[config.mk]
export PLATFORM = sky130hd
export DESIGN_NAME = correlate_tmux
export DESIGN_NICKNAME = d
export VERILOG_FILES = /design/src/rtl/correlate_tmux.sv
export SDC_FILE = /design/constraint.sdc
export NUM_CORES = 1
export LEC_CHECK = 0
export CAP_MARGIN = 20
export CORE_MARGIN = 2
export CORE_UTILIZATION = 32
export CTS_CLUSTER_SIZE = 30
export DETAILED_ROUTE_END_ITERATION = 6
export GPL_TIMING_DRIVEN = 0
export HOLD_SLACK_MARGIN = 0.15
export SYNTH_ARGS = -nofsm -noshare
export SYNTH_HDL_FRONTEND = slang
export SYNTH_SLANG_ARGS = --single-unit
[constraint.sdc]
create_clock -name clock -period 10.6 [get_ports clock]
set_input_delay 2.12 -clock clock [delete_from_list [all_inputs] [get_ports clock]]
set_output_delay 2.12 -clock clock [all_outputs]
set_load 0.02 [all_outputs]
[src/rtl/correlate_tmux.sv]
// ============================================================================
//  correlate_tmux : time-multiplexed 1-bit complex correlator, TRATE slots
//  Revision: 1.0
// ============================================================================
`default_nettype none

module correlate_tmux #(
    parameter int WIDTH    = 8,
    parameter int TRATE    = 12,
    parameter int TBITS    = 4,
    parameter int SATURATE = 1
) (
    input  logic                    clock,
    input  logic                    reset_n,
    input  logic                    valid_i,
    input  logic                    first_i,
    input  logic                    last_i,
    input  logic                    auto_i,
    input  logic [TBITS-1:0]        taddr_i,
    input  logic                    ai_i,
    input  logic                    aq_i,
    input  logic                    bi_i,
    input  logic                    bq_i,
    output logic                    valid_o,
    output logic [TBITS-1:0]        taddr_o,
    output logic signed [WIDTH-1:0] re_o,
    output logic signed [WIDTH-1:0] im_o,
    output logic                    sat_o
);

    localparam logic [TBITS:0]        C_TRATE = TRATE[TBITS:0];
    localparam logic signed [WIDTH-1:0] C_MAX = {1'b0, {(WIDTH-1){1'b1}}};
    localparam logic signed [WIDTH-1:0] C_MIN = {1'b1, {(WIDTH-1){1'b0}}};

    // Stage 1 registers
    logic             s1_valid_q, s1_valid_d;
    logic             s1_first_q, s1_first_d;
    logic             s1_last_q,  s1_last_d;
    logic [TBITS-1:0] s1_taddr_q, s1_taddr_d;
    logic signed [2:0] s1_re_q, s1_re_d;
    logic signed [2:0] s1_im_q, s1_im_d;

    // Slot state and output registers
    logic signed [WIDTH-1:0] acc_re_q [TRATE];
    logic signed [WIDTH-1:0] acc_re_d [TRATE];
    logic signed [WIDTH-1:0] acc_im_q [TRATE];
    logic signed [WIDTH-1:0] acc_im_d [TRATE];
    logic                    sat_q    [TRATE];
    logic                    sat_d    [TRATE];
    logic                    valid_o_q, valid_o_d;
    logic [TBITS-1:0]        taddr_o_q, taddr_o_d;
    logic signed [WIDTH-1:0] re_o_q, re_o_d;
    logic signed [WIDTH-1:0] im_o_q, im_o_d;
    logic                    sat_o_q, sat_o_d;

    logic signed [WIDTH-1:0] w_base_re, w_base_im, w_new_re, w_new_im;
    logic signed [WIDTH:0]   w_sum_re, w_sum_im;
    logic                    w_ovf_re, w_ovf_im, w_sat_new;

    // Stage 1: step computation; an XOR of sign bits is a product of +/-1 values
    always_comb begin
        s1_valid_d = valid_i && ({1'b0, taddr_i} < C_TRATE);
        s1_first_d = first_i;
        s1_last_d  = last_i;
        s1_taddr_d = taddr_i;
        s1_re_d    = 3'sd0;
        s1_im_d    = 3'sd0;
        if (auto_i) begin
            s1_re_d = ai_i ? -3'sd1 : 3'sd1;
            s1_im_d = aq_i ? -3'sd1 : 3'sd1;
        end else begin
            case ({ai_i ^ bi_i, aq_i ^ bq_i})
                2'b00:   s1_re_d = 3'sd2;
                2'b11:   s1_re_d = -3'sd2;
                default: s1_re_d = 3'sd0;
            endcase
            case ({aq_i ^ bi_i, ai_i ^ bq_i})
                2'b01:   s1_im_d = 3'sd2;
                2'b10:   s1_im_d = -3'sd2;
                default: s1_im_d = 3'sd0;
            endcase
        end
    end

    // Stage 2: single-cycle read-modify-write, so same-slot samples chain at full rate
    always_comb begin
        acc_re_d  = acc_re_q;
        acc_im_d  = acc_im_q;
        sat_d     = sat_q;
        valid_o_d = 1'b0;
        taddr_o_d = taddr_o_q;
        re_o_d    = re_o_q;
        im_o_d    = im_o_q;
        sat_o_d   = sat_o_q;
        w_base_re = s1_first_q ? '0 : acc_re_q[s1_taddr_q];
        w_base_im = s1_first_q ? '0 : acc_im_q[s1_taddr_q];
        w_sum_re  = {w_base_re[WIDTH-1], w_base_re} + {{(WIDTH-2){s1_re_q[2]}}, s1_re_q};
        w_sum_im  = {w_base_im[WIDTH-1], w_base_im} + {{(WIDTH-2){s1_im_q[2]}}, s1_im_q};
        w_ovf_re  = w_sum_re[WIDTH] ^ w_sum_re[WIDTH-1];
        w_ovf_im  = w_sum_im[WIDTH] ^ w_sum_im[WIDTH-1];
        w_new_re  = w_sum_re[WIDTH-1:0];
        w_new_im  = w_sum_im[WIDTH-1:0];
        if (SATURATE != 0 && w_ovf_re) w_new_re = w_sum_re[WIDTH] ? C_MIN : C_MAX;
        if (SATURATE != 0 && w_ovf_im) w_new_im = w_sum_im[WIDTH] ? C_MIN : C_MAX;
        w_sat_new = (s1_first_q ? 1'b0 : sat_q[s1_taddr_q]) | w_ovf_re | w_ovf_im;
        if (s1_valid_q) begin
            acc_re_d[s1_taddr_q] = w_new_re;
            acc_im_d[s1_taddr_q] = w_new_im;
            sat_d[s1_taddr_q]    = w_sat_new;
            if (s1_last_q) begin
                valid_o_d = 1'b1;
                taddr_o_d = s1_taddr_q;
                re_o_d    = w_new_re;
                im_o_d    = w_new_im;
                sat_o_d   = w_sat_new;
            end
        end
    end

    always_ff @(posedge clock) begin
        if (!reset_n) begin
            s1_valid_q <= 1'b0;
            s1_first_q <= 1'b0;
            s1_last_q  <= 1'b0;
            s1_taddr_q <= '0;
            s1_re_q    <= '0;
            s1_im_q    <= '0;
            for (int i = 0; i < TRATE; i++) begin
                acc_re_q[i] <= '0;
                acc_im_q[i] <= '0;
                sat_q[i]    <= 1'b0;
            end
            valid_o_q  <= 1'b0;
            taddr_o_q  <= '0;
            re_o_q     <= '0;
            im_o_q     <= '0;
            sat_o_q    <= 1'b0;
        end else begin
            s1_valid_q <= s1_valid_d;
            s1_first_q <= s1_first_d;
            s1_last_q  <= s1_last_d;
            s1_taddr_q <= s1_taddr_d;
            s1_re_q    <= s1_re_d;
            s1_im_q    <= s1_im_d;
            acc_re_q   <= acc_re_d;
            acc_im_q   <= acc_im_d;
            sat_q      <= sat_d;
            valid_o_q  <= valid_o_d;
            taddr_o_q  <= taddr_o_d;
            re_o_q     <= re_o_d;
            im_o_q     <= im_o_d;
            sat_o_q    <= sat_o_d;
        end
    end

    assign valid_o = valid_o_q;
    assign taddr_o = taddr_o_q;
    assign re_o    = re_o_q;
    assign im_o    = im_o_q;
    assign sat_o   = sat_o_q;

endmodule

`default_nettype wire

==> metrics.md, run 1 <==
| Metric | Value |
|---|---|
| Fin crit period | 6.08 ns |
| Post-synthesis async set-or-reset flop share | 0% |
| Port-buffer cells | 34 |
| FF-to-FF Start | s1_taddr_q[1] |
| Filler Cell Count | between 3000 and 4000 |
| Floorplan core area | roughly 0.033 sq mm |
| HP Start | acc_im_q[44] |
| # setup viols final | 0 |
| Worst Tran Pin Value | ~1.1 ns |
| Largest net degree at the start of global routing | 14 |
| Synth area leader | dfxtp_1 |
| Maxcap violations | 0 |
| Clk Latency, worst-skew pair | about 0.53 ns |
| Cell area power density | 159 mW/mm^2 |
| Diodes inserted | 0 |
| Nets | 1284 |
| Routed len/inst | 20.5 um |
| Setup TNS | 0 ns |
| Sequential-to-total area share from yosys stat | a little over two fifths |
| WHS | around 0.46 ns |
| Detail Route Antenna Nets | 0 |
| Synth warn | 0 |
| First-pass GRT wire length | 54300 um |
| Crit path capture type | flip-flop |
| Synth area leaders | dfxtp_1, mux4_2, o21ai_0 |
| Fin crit share | 57.3% |
| Dpl ws | 4.70 ns |
| GPL Wtd Cong | approximately 0.85 |
| Setup Buffers After CTS | 0 |
| Final setup margin | approximately 4.5 ns |
| Routed WL | around 35000 um |
| Final HPWL DP | ~25000 um |
| Fin. max-slew vios | 0 |
| Critical path peak fanout | 10 |
| Post-route insts no fill | 1715 |
| Cts hold-fix bufs | 0 |
| Buffers plus inverters on the worst setup path | 5 |
| Distinct cell type count after synthesis | 56 |
| Placed instance count | around 1700 |
| CP Launch Type | flip-flop |
| Via count | approximately 9400 |
| Post-synth top area share | a little over two fifths |
| Syn nets | between 1000 and 1500 |
| CTS max path bufs | 3 |
| Number of register bits inferred by synthesis | 238 |
| DR vias/cell | 5.49 |
| Critical path cell sequence | buf_2 > buf_2 > buf_1 > mux4_2 > mux2i_1 > nor2_1 > a21oi_1 > nor2_1 > ha_1 > inv_1 > fa_1 > nand2b_1 > a211oi_2 > o41ai_4 > o21ai_2 > a31oi_2 > buf_2 > a21oi_1 |
| Die area | ~0.035 sq mm |
| Worst reg-to-reg setup slack | 4.52 ns |
| Htree depth | 1 |
| RSZ-0062 raised after global routing | false |
| TritonRoute pass-1 iters | 5 |
| Crit Path Category | flip-flop to flip-flop |
| Sink Count | 238 |
| Chip height | between 150 and 200 um |
| Grt ovf | 0 |
| Final Skew | 0.0195 ns |
| Initial antenna violation count | 0 |
| CP delay by family, top | buffers and inverters |
| Max incr delay on CP | 0.72 ns |
| Share of cells above drive strength 1 | 10.6% |
| GRT Overall Usage | 19.7% |
| CP Launch Point | s1_taddr_q[1] |
| Slowest-stage cell, CP | o41ai_4 |
| Rel. slew slack | between 20 and 30% |
| Vias in the first global route | around 9200 |
| Root Driver | clkbuf_16 |
| Status | complete, no violations |
| Final Total Pwr | approximately 2.0 mW |
| Die X-Extent | approximately 190 um |
| Hold Crit Class | flip-flop to flip-flop |
| Max IR drop VDD | roughly 0.13 mV |
| # rows | 67 |
| Mapped cell area | roughly 0.011 sq mm |
| Post-synth EDFFs | 0 |
| Num CTS Buffers | 25 |
| Final Hold Fails | 0 |
| First-iteration detailed-routing DRC count | 867 |
| WP data arrival | 6.46 ns |
| CTS tree | done |
| DRC | 0 |
| FMAX | 165 MHz |
| Boundary Pins | 36 |
| Leak | between 4 and 5 nW |
| Initial Util | approximately a third |
| CP most frequent cell | buf_2 |
| Syn_area_per_cell | roughly 9.1 sq um |
| Synth-to-Final Area Change | 15.9% |
| Main flop type after synthesis | dfxtp_1 |
| Synthesized instance count | about 1200 |
| Resized cells post-CTS | 0 |
| Clock-pin transition on the worst setup and hold timing paths | 0.06 ns |
| WP data required | approximately 11 ns |
## per-layer routing
metal	vias to the layer above	share of wire [%]	GRT usage (%)	wire length, um
li1	4377	-	-	-
met1	4578	46	27.9	16000
met2	380	45	30.5	15600
met3	75	6.8	3.00	2390
met4	0	3.1	6.63	1090
met5	-	0	0	0
## worst min-delay path: stages, from the launching register on
cell      delay, ns
dfxtp_1        0.31
nand2_1        0.05
a21boi_1       0.05
## final cells by class
type,count,area [sq um],share of cell area [%]
Multi-Input combinational cell,831,5610,44.6
Sequential cell,238,4760,37.8
Clock buffer,41,776,6.16
Tap cell,448,561,4.45
Buffer,106,439,3.49
Timing Repair Buffer,34,340,2.70
Inverter,14,52.6,0.417
Clock inverter,3,42.5,0.338
## cells by family (layout without fill, tap and decap cells)
family	after synthesis	in the layout	share of synthesized area, %
adders and majority gates	29	29	3.29
xor gates and xnor gates	11	11	1.03
and+or+nand+nor	328	328	14.1
AOI/OAI and AO/OA	395	395	21.1
muxes	68	68	12.1
DFF	238	238	43.9
buffers and inverters	120	198	4.53
## power by group
group	internal (mW)	switching, mW
Sequential	0.907	0.00876
Clock	0.520	0.367
Combinational	0.0628	0.140
Total	1.49	0.516
## synth_stat cells (13+ instances only)
cell / count
a21boi_0: 53
a21oi_1: 132
a31oi_1: 13
and2_1: 21
buf_2: 24
clkbuf_1: 70
dfxtp_1: 238
ha_1: 18
inv_1: 14
mux2i_1: 17
mux4_2: 51
nand2_1: 106
nand3_1: 81
nor2_1: 72
nor3b_1: 14
o21ai_0: 161
## state kept, by name, summed over array words and instances (netlist names)
signal / cells
acc_im_q: 96
acc_re_q: 96
sat_q: 12
im_o: 8
re_o: 8
s1_taddr_q: 4
taddr_o: 4
s1_re_q: 3
s1_im_q: 2
s1_first_q: 1
s1_last_q: 1
s1_valid_q: 1
sat_o: 1
valid_o: 1
## through the flow
step                      utilization, %  cell area, sq um
final                               37.6             12600
after global routing                37.6             12600
after CTS                           37.6             12600
after detailed placement            35.2             11800
after global placement              35.2             11800
after floorplan                        -             10900
## final timing paths
kind | end | cells after the start
setup / recovery | acc_im_q[62] | 18
hold / removal | acc_im_q[44] | 2
setup reg to reg | acc_im_q[62] | 18
hold reg to reg | acc_im_q[44] | 2
## cell usage in the layout (no fill, tap or decap), types with 7 or more instances in the layout
cell type / instances
nor3_1: 8
clkbuf_16: 25
a21boi_1: 7
buf_2: 24
nand3_1: 81
inv_1: 14
clkbuf_1: 77
buf_1: 9
nor3b_1: 14
dfxtp_1: 238
mux4_2: 51
maj3_1: 7
a21boi_0: 53
clkdlybuf4s50_1: 34
mux2i_1: 17
ha_1: 18
o21ai_0: 161
nor2_1: 72
a31oi_1: 13
a21oi_1: 132
clkbuf_8: 9
and2_1: 21
xor2_1: 8
nand2_1: 106
Power figures use the tool's default switching activity.
==> inputs of run 2 (changes only) <==
==> constraint.sdc (replaced) <==
create_clock -name clock -period 5.4 [get_ports clock]
set_input_delay 1.08 -clock clock [delete_from_list [all_inputs] [get_ports clock]]
set_output_delay 1.08 -clock clock [all_outputs]
set_load 0.02 [all_outputs]
==> metrics.md, run 2 (synthesized netlist as in run 1, its figures left out) <==
| Metric | Value |
|---|---|
| Status | complete, no violations (unchanged) |
| Crit path to | sat_q[9] (was acc_im_q[62]) |
| Worst reg-to-reg setup slack | 0.22 ns (was 4.52 ns) |
| Routed len/inst | 20.5 um (about the same) |
| Final Hold Fails | 0 (unchanged) |
| Htree depth | 1 (unchanged) |
| Die area | 0.0354 sq mm (unchanged) |
| Buffers plus inverters on the worst setup path | 4 (was 5) |
| Initial antenna violation count | 0 (unchanged) |
| CP most frequent cell | nor2_1 (was buf_2) |
| Grt ovf | 0 (unchanged) |
| Share of cells above drive strength 1 | 11.5% (was 10.6%) |
| # rows | 67 (unchanged) |
| Crit path capture type | flip-flop (unchanged) |
| RSZ-0062 raised after global routing | false (unchanged) |
| Most frequent cells in the layout | dfxtp_1, o21ai_0, a21oi_1, nand2_1, nand3_1 (unchanged) |
| Reg2Reg Depth | 15 (was 18) |
| Crit Path Category | flip-flop to flip-flop (unchanged) |
| Max incr delay on CP | 0.70 ns (was 0.72 ns) |
| Clock power frac | 44.1% (was 44.2%) |
| TritonRoute pass-1 iters | 5 (unchanged) |
| Diodes inserted | 0 (unchanged) |
| Initial Util | 32.5% (unchanged) |
| CP Launch Point | s1_taddr_q[2] (was s1_taddr_q[1]) |
| Sink Count | 238 (unchanged) |
| Worst r2r dst | sat_q[9] (was acc_im_q[62]) |
| Fin. max-slew vios | 0 (unchanged) |
| Rel. slew slack | 32.1% (was 29.1%) |
| Clock-pin transition on the worst setup and hold timing paths | 0.06 ns (about the same) |
| Max IR drop VDD | 0.246 mV (was 0.125 mV) |
| Internal Power | 2.93 mW (was 1.49 mW) |
| DRC | 0 (unchanged) |
| Hold Crit Class | flip-flop to flip-flop (unchanged) |
| Routed WL | 35300 um (was 35100 um) |
| Setup TNS | 0 ns (unchanged) |
| Fin crit share | 96.0% (was 57.3%) |
| Slowest-stage cell, CP | buf_1 (was o41ai_4) |
| Synth-to-Final Area Change | 16.5% (was 15.9%) |
| Biggest regs | acc_im_q (96), acc_re_q (96), sat_q (12) (unchanged) |
| Final HPWL DP | 24700 um (unchanged) |
| Die X-Extent | 188 um (unchanged) |
| GPL Wtd Cong | 0.849 (unchanged) |
| Nets | 1288 (was 1284) |
| Sw frac | 25.7% (about the same) |
| CP Launch Type | flip-flop (unchanged) |
| Clk Latency, worst-skew pair | 0.53 ns (about the same) |
| Num CTS Buffers | 25 (unchanged) |
| Boundary Pins | 36 (unchanged) |
| WP data arrival | 5.55 ns (was 6.46 ns) |
| Chip height | 188 um (unchanged) |
| Critical path peak fanout | 10 (unchanged) |
| Floorplan core area | 0.0334 sq mm (unchanged) |
| Worst Tran Pin Value | 1.01 ns (was 1.06 ns) |
| CTS tree | done (unchanged) |
| FMAX | 193 MHz (was 165 MHz) |
| DR vias/cell | 5.46 (was 5.49) |
| Number of stages on the worst setup path | 15 (was 18) |
| Root Driver | clkbuf_16 (unchanged) |
| Final Skew | 0.0191 ns (was 0.0195 ns) |
| Most common cell after layout, fill and taps aside | dfxtp_1 (unchanged) |
| Fin crit period | 5.18 ns (was 6.08 ns) |
| First-pass GRT wire length | 54300 um (about the same) |
| Critical path cell sequence | clkbuf_1 > buf_1 > clkbuf_2 > mux2i_1 > nor2_1 > a21oi_1 > nor2_1 > ha_1 > nand3_1 > nor3_1 > nor4_4 > o21ai_2 > nor3b_2 > buf_2 > a31oi_1 (was buf_2 > buf_2 > buf_1 > mux4_2 > mux2i_1 > nor2_1 > a21oi_1 > nor2_1 > ha_1 > inv_1 > fa_1 > nand2b_1 > a211oi_2 > o41ai_4 > o21ai_2 > a31oi_2 > buf_2 > a21oi_1) |
| Core Util, Final | 37.8% (was 37.6%) |
| NetSw | 1.01 mW (was 0.516 mW) |
| Largest net degree at the start of global routing | 14 (unchanged) |
| Gate power share | 10.3% (was 10.1%) |
| Via count | 9391 (was 9410) |
| Cell area power density | 311 mW/mm^2 (was 159 mW/mm^2) |
| Detail Route Antenna Nets | 0 (unchanged) |
| Port-buffer cells | 34 (unchanged) |
| First-iteration detailed-routing DRC count | 813 (was 867) |
| WP data required | 5.77 ns (was 10.98 ns) |
| # setup viols final | 0 (unchanged) |
| GRT Overall Usage | 19.7% (about the same) |
| FF-to-FF Start | s1_taddr_q[2] (was s1_taddr_q[1]) |
| CP delay by family, top | buffers and inverters (unchanged) |
| Sequential share of power | 45.6% (about the same) |
| Vias in the first global route | 9215 (was 9222) |
| CTS max path bufs | 3 (unchanged) |
| Maxcap violations | 0 (unchanged) |
| Leak | 4.40 nW (was 4.35 nW) |
run 2: cell count changes in the layout (fill, tap and decap cells not counted), moves of 2 or more:
cell,change
clkbuf_1,-3
clkbuf_4,+3
buf_4,+4
buf_1,-2
clkbuf_2,+3
run 2: power by group through the flow:
stage          clock (mW)  combinational, mW  sequential (mW)
3_3_place_gp            0              0.388             1.83
2_1_floorplan           0              0.243             1.83
4_1_cts              1.74              0.396             1.80
5_1_grt              1.83              0.430             1.80
6_report             1.74              0.405             1.80
3_5_place_dp            0              0.391             1.83
run 2: worst min path at each step:
stage,startpoint,to,cells after the start
2_1_floorplan,acc_im_q[44],acc_im_q[44],2
3_3_place_gp,acc_im_q[44],acc_im_q[44],2
3_5_place_dp,acc_im_q[44],acc_im_q[44],2
4_1_cts,acc_im_q[44],acc_im_q[44],2
5_1_grt,acc_im_q[56],acc_im_q[56],2
6_report,acc_im_q[44],acc_im_q[44],2
run 2: worst reg2reg max path, stage by stage (launching register included):
cell	delay [ns]
dfxtp_1	0.33
clkbuf_1	0.37
buf_1	0.70
clkbuf_2	0.53
mux2i_1	0.34
nor2_1	0.09
a21oi_1	0.24
nor2_1	0.08
ha_1	0.38
nand3_1	0.15
nor3_1	0.41
nor4_4	0.14
o21ai_2	0.48
nor3b_2	0.39
buf_2	0.29
a31oi_1	0.12
run 2: metal layers:
| metal | wire length, um | global-route usage [%] | vias up |
|---|---|---|---|
| met3 | 2410 | 2.98 | 76 |
| li1 | - | - | 4385 |
| met1 | 16000 | 27.9 | 4558 |
| met2 | 15800 | 30.4 | 372 |
| met4 | 1100 | 6.94 | 0 |
| met5 | 0 | 0 | - |
run 2: timing repair:
action | 4_1_cts | 5_1_grt
gates resized for setup | 4 | 13
setup endpoints to repair | 166 | 166
pin swaps | 1 | 1
hold buffers | 0 | 0
buffers inserted | 3 | 1
run 2: stage by stage:
stage | cell area, sq um | hold slack, ns | power, mW | worst slack (ns) | std cells
after global routing | 12700 | 0.479 | 4.05 | 0.0134 | 1719
after floorplan | 10900 | 0.432 | 2.08 | 1.40 | 1189
after CTS | 12600 | 0.458 | 3.94 | 0.00211 | 1718
after global placement | 11800 | 0.443 | 2.22 | -0.375 | 1671
after detailed placement | 11800 | 0.445 | 2.23 | -0.498 | 1671
final | 12700 | 0.456 | 3.94 | 0.216 | 1719
run 2: cell type report:
| type | instances | area (sq um) |
|---|---|---|
| Fill cell | 3344 | 20800 |
| Multi-Input combinational cell | 831 | 5640 |
| Sequential cell | 238 | 4770 |
| Clock buffer | 41 | 776 |
| Tap cell | 448 | 561 |
| Buffer | 106 | 453 |
| Timing Repair Buffer | 38 | 370 |
| Inverter | 14 | 52.6 |
| Clock inverter | 3 | 42.5 |
